### src/rtl/cp0_pkg.sv
// Shared CP0 definitions: register numbers, field positions and exception codes.
// The ALU/decode stage and the CP0 controller both import this package.
package cp0_pkg;

    localparam logic [31:0] PRID = 32'h2022_1104;

    localparam logic [4:0] ADDR_SR    = 5'd12;
    localparam logic [4:0] ADDR_CAUSE = 5'd13;
    localparam logic [4:0] ADDR_EPC   = 5'd14;
    localparam logic [4:0] ADDR_PRID  = 5'd15;

    localparam int SR_IE        = 0;
    localparam int SR_EXL       = 1;
    localparam int SR_IM_LO     = 10;
    localparam int SR_IM_HI     = 15;
    localparam int CAUSE_EXC_LO = 2;
    localparam int CAUSE_EXC_HI = 6;
    localparam int CAUSE_IP_LO  = 10;
    localparam int CAUSE_IP_HI  = 15;
    localparam int CAUSE_BD     = 31;

    // EXC_NONE uses an otherwise unassigned code so "no exception" travels in the same field.
    typedef enum logic [4:0] {
        EXC_INT  = 5'd0,
        EXC_ADEL = 5'd4,
        EXC_ADES = 5'd5,
        EXC_RI   = 5'd10,
        EXC_OV   = 5'd12,
        EXC_NONE = 5'd31
    } exc_code_t;

endpackage

### src/rtl/cp0.sv
// Coprocessor-0 exception controller in the M stage: SR/Cause/EPC/PRId registers,
// interrupt-vs-exception arbitration and the same-cycle flush/redirect request.
module cp0
    import cp0_pkg::*;
(
    input  logic        clk,
    input  logic        reset,
    input  logic        en,
    input  logic [4:0]  cp0_addr,
    input  logic [31:0] cp0_in,
    output logic [31:0] cp0_out,
    input  logic [31:0] vpc,
    input  logic        bd_in,
    input  logic [4:0]  exc_code_in,
    input  logic [5:0]  hw_int,
    input  logic        exl_clr,
    output logic [31:0] epc_out,
    output logic        req
);

    logic [5:0]  im;
    logic        exl;
    logic        ie;
    logic        bd;
    logic [5:0]  ip;
    logic [4:0]  exc_code;
    logic [31:0] epc;

    logic        int_req;
    logic        exc_req;
    logic        take;

    // Interrupts win over a synchronous exception; EXL masks both.
    always_comb begin
        int_req = ((hw_int & im) != 6'd0) && ie && !exl;
        exc_req = (exc_code_in != EXC_NONE) && !exl;
        take    = int_req || exc_req;
    end

    assign req     = take && !reset;
    assign epc_out = epc;

    always_ff @(posedge clk) begin
        if (reset) begin
            im       <= '0;
            exl      <= 1'b0;
            ie       <= 1'b0;
            bd       <= 1'b0;
            ip       <= '0;
            exc_code <= '0;
            epc      <= '0;
        end else begin
            ip <= hw_int;
            if (take) begin
                exl      <= 1'b1;
                exc_code <= int_req ? EXC_INT : exc_code_in;
                bd       <= bd_in;
                epc      <= bd_in ? (vpc - 32'd4) : vpc;
            end else begin
                if (en && (cp0_addr == ADDR_SR)) begin
                    im  <= cp0_in[SR_IM_HI:SR_IM_LO];
                    exl <= cp0_in[SR_EXL];
                    ie  <= cp0_in[SR_IE];
                end
                if (en && (cp0_addr == ADDR_EPC)) begin
                    epc <= cp0_in;
                end
                // Placed after the SR write so eret overrides a written EXL.
                if (exl_clr) begin
                    exl <= 1'b0;
                end
            end
        end
    end

    always_comb begin
        cp0_out = '0;
        case (cp0_addr)
            ADDR_SR:    cp0_out = {16'd0, im, 8'd0, exl, ie};
            ADDR_CAUSE: cp0_out = {bd, 15'd0, ip, 3'd0, exc_code, 2'd0};
            ADDR_EPC:   cp0_out = epc;
            ADDR_PRID:  cp0_out = PRID;
            default:    cp0_out = '0;
        endcase
    end

endmodule

### config.mk
export PLATFORM = sky130hd
export DESIGN_NAME = cp0
export DESIGN_NICKNAME = d
export VERILOG_FILES = /design/src/rtl/cp0_pkg.sv /design/src/rtl/cp0.sv
export SDC_FILE = /design/constraint.sdc
export NUM_CORES = 1
export LEC_CHECK = 0
export BUFFER_PORTS_ARGS = -buffer_cell sky130_fd_sc_hd__buf_2
export CAP_MARGIN = 40
export CELL_PAD_IN_SITES_DETAIL_PLACEMENT = 0
export CELL_PAD_IN_SITES_GLOBAL_PLACEMENT = 1
export CORE_ASPECT_RATIO = 0.8
export CORE_UTILIZATION = 36
export CTS_BUF_LIST = sky130_fd_sc_hd__clkbuf_4
export CTS_CLUSTER_DIAMETER = 40
export DETAILED_ROUTE_END_ITERATION = 8
export GPL_TIMING_DRIVEN = 0
export PLACE_DENSITY_LB_ADDON = 0.1
export SYNTH_ARGS = -nofsm -noshare
export SYNTH_HDL_FRONTEND = slang
export SYNTH_SLANG_ARGS = --single-unit
export TNS_END_PERCENT = 20
### constraint.sdc
create_clock -name clk -period 4.1 [get_ports clk]
set_input_delay 0.82 -clock clk [delete_from_list [all_inputs] [get_ports clk]]
set_output_delay 0.82 -clock clk [all_outputs]
set_load 0.02 [all_outputs]
### After elaboration in Yosys (flattened, before gate mapping)

Index checks and enable logic that the tools add are counted.

* bits in registers: 52
* word-level logic and storage cells: 36
* bits of input ports: 85

* reductions and logical operators: 13
* multiplexer cells: 8
* add/subtract/negate cells: 1
* eq/ne operators: 5
* bitwise gates (word level): 2

Operators with widths (number)
* $pmux W32 S4: 1
* $mux W32: 3
* $sub A32 B3 Y32 const B: 1
* $eq A5 B4 Y1 const B: 4
* $and A6 B6 Y6: 1
* $logic_and A1 B1 Y1: 6
* $reduce_bool A6 Y1: 1
* $mux W5: 1
* $ne A5 B5 Y1 const B: 1
* $mux W1: 3
* $reduce_bool A3 Y1: 1
* $logic_not A1 Y1: 2
* $reduce_and A2 Y1: 1
* $reduce_bool A2 Y1: 1
* $logic_or A1 B1 Y1: 1
* $not A1 Y1: 1

### Longest topological paths before layout

* depth in word-level cells: 7
* mapped depth: 8

### Worst setup path before layout

No wires, ideal clock.

* path kind: input to output
* start point: in hw_int[0]
* end point: out req
* setup slack: 1.257 ns
* path buffers: 2
* arrival time: 2.023 ns
* stages: 6
* cells stage by stage: a22oi_1 -> nand4_1 -> a21oi_1 -> buf_2 -> buf_2 -> nor2_1

* word-level cells in the longest chain between the ends: 6

Ends and longest elaborated chain
* start: declaration: RTL line cp0.sv:15 `input logic [5:0] hw_int,`
* $and A6 B6 Y6: RTL line cp0.sv:35 `int_req = ((hw_int & im) != 6'd0) && ie && !exl;`
* $reduce_bool A6 Y1: RTL line cp0.sv:35
* $logic_and A1 B1 Y1 (2 in series): RTL line cp0.sv:35
* $logic_or A1 B1 Y1: RTL line cp0.sv:37 `take = int_req || exc_req;`
* $logic_and A1 B1 Y1: RTL line cp0.sv:40 `assign req = take && !reset;`
* end: declaration: RTL line cp0.sv:18 `output logic req`

Every way passes these cells.

### Final worst setup path

* start point: in hw_int[4]
* end point: out req

Same word-level chain as after synthesis.

==> flow_results.xml <==
<?xml version="1.0" encoding="UTF-8"?>
<metrics>
  <group name="worst_setup_path">
    <metric name="critical_path.endpoint_type" unit="">primary output</metric>
    <metric name="path_max_fanout" unit="">10</metric>
    <metric name="crit_slowest_cell" unit="">sky130_fd_sc_hd__a21oi_1</metric>
    <metric name="timing.reg2reg.setup_slack" unit="ns">1.79</metric>
    <metric name="critPathMaxStageDelay" unit="ns">0.32</metric>
    <metric name="crit_cells" unit="">8</metric>
    <metric name="worst_setup_path_startpoint" unit="">hw_int[4]</metric>
    <metric name="timing.critical_path.arrival" unit="ns">2.62</metric>
    <metric name="timing.critical_path.cells" unit="">buf_2 -&gt; a22oi_1 -&gt; nand4_1 -&gt; a21oi_1 -&gt; buf_2 -&gt; buf_2 -&gt; nor2_1 -&gt; buf_2</metric>
    <metric name="r2r-end" unit="">epc_out[8]</metric>
    <metric name="worst-setup-path-type" unit="">input pin to primary output</metric>
    <metric name="cp_delay_by_family_top" unit="">buffers and inverters</metric>
    <metric name="timing.critical_path.required" unit="ns">3.28</metric>
    <metric name="worstRegToRegCells" unit="">6</metric>
    <metric name="timing.critical_path.mode_cell" unit="">sky130_fd_sc_hd__buf_2</metric>
    <metric name="critical_path.n_buffers_inverters" unit="">4</metric>
    <metric name="worst_r2r_startpoint" unit="">im[4]</metric>
    <metric name="critical_path.startpoint_type" unit="">input pin</metric>
  </group>
  <group name="pwr">
    <metric name="total_net_switching_power" unit="mW">0.414</metric>
    <metric name="power_frac_clock" unit="%">20.8</metric>
    <metric name="leakagePower" unit="nW">1.82</metric>
    <metric name="sequential_cell_fraction_of_total_power" unit="%">50.3</metric>
    <metric name="comb_power_share" unit="%">28.9</metric>
    <metric name="cellPowerDensity" unit="nW/µm²">280</metric>
    <metric name="p_sw_share" unit="%">35.8</metric>
    <metric name="power.internal" unit="mW">0.741</metric>
    <metric name="fin_total_pwr" unit="mW">1.15</metric>
    <metric name="vdd_drop_max" unit="mV">0.111</metric>
  </group>
  <group name="cts">
    <metric name="cts.repair_timing.setup_buffer_count" unit="">0</metric>
    <metric name="worst_skew_pair.late_latency" unit="ns">0.38</metric>
    <metric name="cts_sinks" unit="">52</metric>
    <metric name="clkTransAtPathRegs" unit="ns">0.15</metric>
    <metric name="numCtsBuffers" unit="">5</metric>
    <metric name="clock_tree.htree_level_count" unit="">2</metric>
    <metric name="cts_tree" unit="">built</metric>
    <metric name="ctsHoldBuffers" unit="">0</metric>
    <metric name="cts.repair.resized" unit="">0</metric>
    <metric name="ctsLongestPathBuffers" unit="">2</metric>
    <metric name="cts_root_buf" unit="">sky130_fd_sc_hd__clkbuf_4</metric>
  </group>
  <group name="logic_synthesis">
    <metric name="synthAdderAreaFrac" unit="%">0.391</metric>
    <metric name="netlist_instances" unit="">417</metric>
    <metric name="syn-num-nets" unit="">503</metric>
    <metric name="synth_mux_area_share" unit="%">5.99</metric>
    <metric name="number_of_distinct_standard_cells_referenced_by_the_synthesized_netlist" unit="">51</metric>
    <metric name="synth-xor-area-share" unit="%">5.75</metric>
    <metric name="largest_family_of_logic_cells_by_synthesized_area" unit="">simple AND/OR/NAND/NOR gates</metric>
    <metric name="async_flop_share" unit="%">0</metric>
    <metric name="postSynthAreaPerCell" unit="µm²">7.67</metric>
    <metric name="synthesis.area" unit="µm²">3200</metric>
    <metric name="synthSimpleGateAreaFrac" unit="%">31.9</metric>
    <metric name="number_of_synthesized_flops_with_an_enable_pin" unit="">0</metric>
    <metric name="synth_seq_area_share" unit="%">32.6</metric>
    <metric name="synth-compound-area-share" unit="%">19.2</metric>
    <metric name="synth-seq-cells" unit="">52</metric>
    <metric name="ys_dominant_reg_cell" unit="">sky130_fd_sc_hd__dfxtp_1</metric>
    <metric name="ys_warn_count" unit="">0</metric>
  </group>
  <group name="global_route">
    <metric name="first_global_vias" unit="">3264</metric>
    <metric name="wire_length_of_the_first_global_routing_pass" unit="mm">17.9</metric>
    <metric name="largest_net_degree_at_the_start_of_global_routing" unit="">17</metric>
    <metric name="grt-ovfl-total" unit="">0</metric>
    <metric name="grt_use_total" unit="%">25.5</metric>
    <metric name="antenna_found_initial" unit="">0</metric>
  </group>
  <group name="drt">
    <metric name="detail_route.drc_violations" unit="">0</metric>
    <metric name="m1WireLength" unit="mm">5.76</metric>
    <metric name="num_vias" unit="">3660</metric>
    <metric name="wl_met3" unit="µm">936</metric>
    <metric name="detailedRoute.firstIterationViolations" unit="">240</metric>
    <metric name="dr.pass1.iters" unit="">5</metric>
    <metric name="dr.max_layer_used" unit="">met4</metric>
    <metric name="route.antenna.remaining_nets" unit="">0</metric>
    <metric name="detail_route.wl_per_cell" unit="µm">17.5</metric>
    <metric name="route.detailed.vias_per_inst" unit="">5.36</metric>
    <metric name="drt_wl_total" unit="mm">11.9</metric>
    <metric name="met2_length" unit="mm">5.11</metric>
  </group>
  <group name="hold_path">
    <metric name="worst_hold_endpoint" unit="">exc_code[0]</metric>
    <metric name="worstHoldPathType" unit="">flip-flop to flip-flop</metric>
    <metric name="worstHoldStart" unit="">exc_code[0]</metric>
    <metric name="min_path_cells" unit="">2</metric>
  </group>
  <group name="sta">
    <metric name="setup_viol_count_final" unit="">0</metric>
    <metric name="final-max-slew-violation-count" unit="">0</metric>
    <metric name="finalHoldViolCount" unit="">0</metric>
    <metric name="layout_worst_path_cycle_share" unit="%">84.0</metric>
    <metric name="fin_skew" unit="ns">0.0104</metric>
    <metric name="setup_repair_after_global_routing_missed_its_margin" unit="">no</metric>
    <metric name="min_period" unit="ns">3.44</metric>
    <metric name="worst_slew_pin_slew" unit="ns">0.627</metric>
    <metric name="fin_setup_tns" unit="ns">0</metric>
    <metric name="max-slew-margin-rel" unit="%">58.2</metric>
    <metric name="fmaxAchievable" unit="MHz">290</metric>
  </group>
  <group name="place">
    <metric name="dp_hpwl" unit="mm">9.46</metric>
    <metric name="gp_congestion" unit="">0.871</metric>
    <metric name="dpl-instance-area" unit="µm²">4070</metric>
    <metric name="port_buffer_cells" unit="">146</metric>
  </group>
  <group name="layout">
    <metric name="design.final.nets" unit="">656</metric>
    <metric name="multiInputGateArea" unit="µm²">2020</metric>
    <metric name="layout-area-overhead-vs-synth" unit="%">29.0</metric>
    <metric name="antenna-diode-count" unit="">0</metric>
    <metric name="register_area" unit="µm²">1040</metric>
    <metric name="final_cell_area" unit="µm²">4120</metric>
    <metric name="fillerInstances" unit="">906</metric>
    <metric name="postLayoutCoreUtil" unit="%">48.2</metric>
    <metric name="drive_above_1_share" unit="%">31.2</metric>
  </group>
  <group name="floorplan">
    <metric name="floorplan.die_area" unit="µm²">9270</metric>
    <metric name="die_h" unit="µm">86.3</metric>
    <metric name="area_of_the_placeable_core" unit="µm²">8560</metric>
    <metric name="placementRows" unit="">30</metric>
    <metric name="initial_core_util" unit="%">37.4</metric>
    <metric name="die_width" unit="µm">107</metric>
    <metric name="io_pins" unit="">150</metric>
  </group>
  <group name="flow_run">
    <metric name="drv_cap" unit="">0</metric>
  </group>
  <group name="run_status">
    <metric name="status" unit="">finished, final reports clean</metric>
  </group>
</metrics>
layout make-up:
cell class / count / area share, %
Buffer: 31 / 3.00
Clock buffer: 5 / 0.910
Clock inverter: 3 / 0.425
Inverter: 3 / 0.273
Multi-Input combinational cell: 331 / 49.0
Sequential cell: 52 / 25.2
Tap cell: 112 / 3.40
Timing Repair Buffer: 146 / 17.7
metrics by stage:
stage | instances | hold slack (ns) | setup WS, ns
2_1_floorplan | 417 | 0.429 | 1.26
5_1_grt | 683 | 0.476 | 0.529
6_report | 683 | 0.465 | 0.657
4_1_cts | 683 | 0.467 | 0.674
3_3_place_gp | 675 | 0.439 | 0.685
3_5_place_dp | 675 | 0.448 | 0.679
routing by layer:
layer	GRT usage, %	vias to the layer above
met5	0	-
met4	5.11	0
met3	3.76	14
met2	36.7	152
met1	39.6	1697
li1	-	1797
how the worst max path moves through the flow:
| stage | end | slack [ns] |
|---|---|---|
| 2_1_floorplan | req | 1.26 |
| 3_3_place_gp | req | 0.68 |
| 3_5_place_dp | req | 0.68 |
| 4_1_cts | req | 0.67 |
| 5_1_grt | req | 0.53 |
| 6_report | req | 0.66 |
power groups by stage:
stage | registers [mW] | logic (mW) | clock network [mW]
floorplan | 0.621 | 0.151 | 0
detailed placement | 0.591 | 0.331 | 0
global route | 0.585 | 0.361 | 0.265
finish | 0.580 | 0.333 | 0.240
CTS | 0.580 | 0.332 | 0.247
global placement | 0.591 | 0.329 | 0
cell usage after synthesis (2+ instances only):
master,number,share of area (%)
sky130_fd_sc_hd__a31o_2,9,2.5
sky130_fd_sc_hd__a31o_1,2,0.55
sky130_fd_sc_hd__dfxtp_1,52,33
sky130_fd_sc_hd__nor3_2,2,0.63
sky130_fd_sc_hd__a211oi_1,2,0.47
sky130_fd_sc_hd__nor3_1,16,2.5
sky130_fd_sc_hd__xor2_1,4,1.1
sky130_fd_sc_hd__o31a_1,2,0.55
sky130_fd_sc_hd__nand4_1,3,0.59
sky130_fd_sc_hd__nor2b_1,11,2.2
sky130_fd_sc_hd__nand3_1,10,1.6
sky130_fd_sc_hd__a311oi_1,15,4.1
sky130_fd_sc_hd__nand2_1,73,8.6
sky130_fd_sc_hd__nor4_1,7,1.4
sky130_fd_sc_hd__xnor2_1,17,4.7
sky130_fd_sc_hd__o41ai_1,2,0.55
sky130_fd_sc_hd__inv_1,3,0.35
sky130_fd_sc_hd__nor4b_1,2,0.55
sky130_fd_sc_hd__a21oi_1,28,4.4
sky130_fd_sc_hd__and3_1,16,3.1
sky130_fd_sc_hd__buf_2,6,0.94
sky130_fd_sc_hd__nor2_1,53,6.2
sky130_fd_sc_hd__clkbuf_1,23,2.7
sky130_fd_sc_hd__buf_1,2,0.23
sky130_fd_sc_hd__o21a_1,3,0.70
sky130_fd_sc_hd__a31oi_1,2,0.39
sky130_fd_sc_hd__a22oi_1,8,1.9
sky130_fd_sc_hd__a221oi_1,3,0.82
sky130_fd_sc_hd__mux2i_1,18,5.6
sky130_fd_sc_hd__a21boi_0,2,0.47
cell families after synthesis:
family	Yosys count
adders and majority gates	1
buffers and inverters	34
AOI/OAI and AO/OA	84
xor gates and xnor gates	21
DFF	52
and+or+nand+nor	206
muxes	19
placed cells by master, fill, tap and decap left out, types with 2 or more instances in the layout:
cell and n:
sky130_fd_sc_hd__buf_2 152, sky130_fd_sc_hd__o21a_1 3, sky130_fd_sc_hd__o41ai_1 2, sky130_fd_sc_hd__nor2b_1 11, sky130_fd_sc_hd__buf_1 2, sky130_fd_sc_hd__a311oi_1 15
sky130_fd_sc_hd__mux2i_1 18, sky130_fd_sc_hd__nand3_1 10, sky130_fd_sc_hd__nand4_1 3, sky130_fd_sc_hd__and3_1 16, sky130_fd_sc_hd__nor4_1 7, sky130_fd_sc_hd__a31oi_1 2
sky130_fd_sc_hd__nor3_1 16, sky130_fd_sc_hd__a22oi_1 8, sky130_fd_sc_hd__xnor2_1 17, sky130_fd_sc_hd__a21boi_0 2, sky130_fd_sc_hd__clkbuf_4 5, sky130_fd_sc_hd__inv_1 3
sky130_fd_sc_hd__a31o_2 9, sky130_fd_sc_hd__nor3_2 2, sky130_fd_sc_hd__nand2_1 73, sky130_fd_sc_hd__a221oi_1 3, sky130_fd_sc_hd__a211oi_1 2, sky130_fd_sc_hd__nor4b_1 2
sky130_fd_sc_hd__clkbuf_1 23, sky130_fd_sc_hd__nor2_1 53, sky130_fd_sc_hd__o31a_1 2, sky130_fd_sc_hd__a31o_1 2, sky130_fd_sc_hd__dfxtp_1 52, sky130_fd_sc_hd__a21oi_1 28
sky130_fd_sc_hd__xor2_1 4
worst register-to-register path, cell delays in order, from the launching register on:
cell and delay, ns:
sky130_fd_sc_hd__dfxtp_1 0.36, sky130_fd_sc_hd__a22oi_1 0.28, sky130_fd_sc_hd__nand4_1 0.29, sky130_fd_sc_hd__a21oi_1 0.32, sky130_fd_sc_hd__buf_2 0.29, sky130_fd_sc_hd__buf_1 0.47
sky130_fd_sc_hd__a311oi_1 0.17
registers in the layout, summed over array words and instances, names as in the netlist:
register and cells:
epc_out 32, im 6, ip 6, exc_code 5, bd 1, exl 1
ie 1
Note: power is estimated with default switching activity, not from simulation.
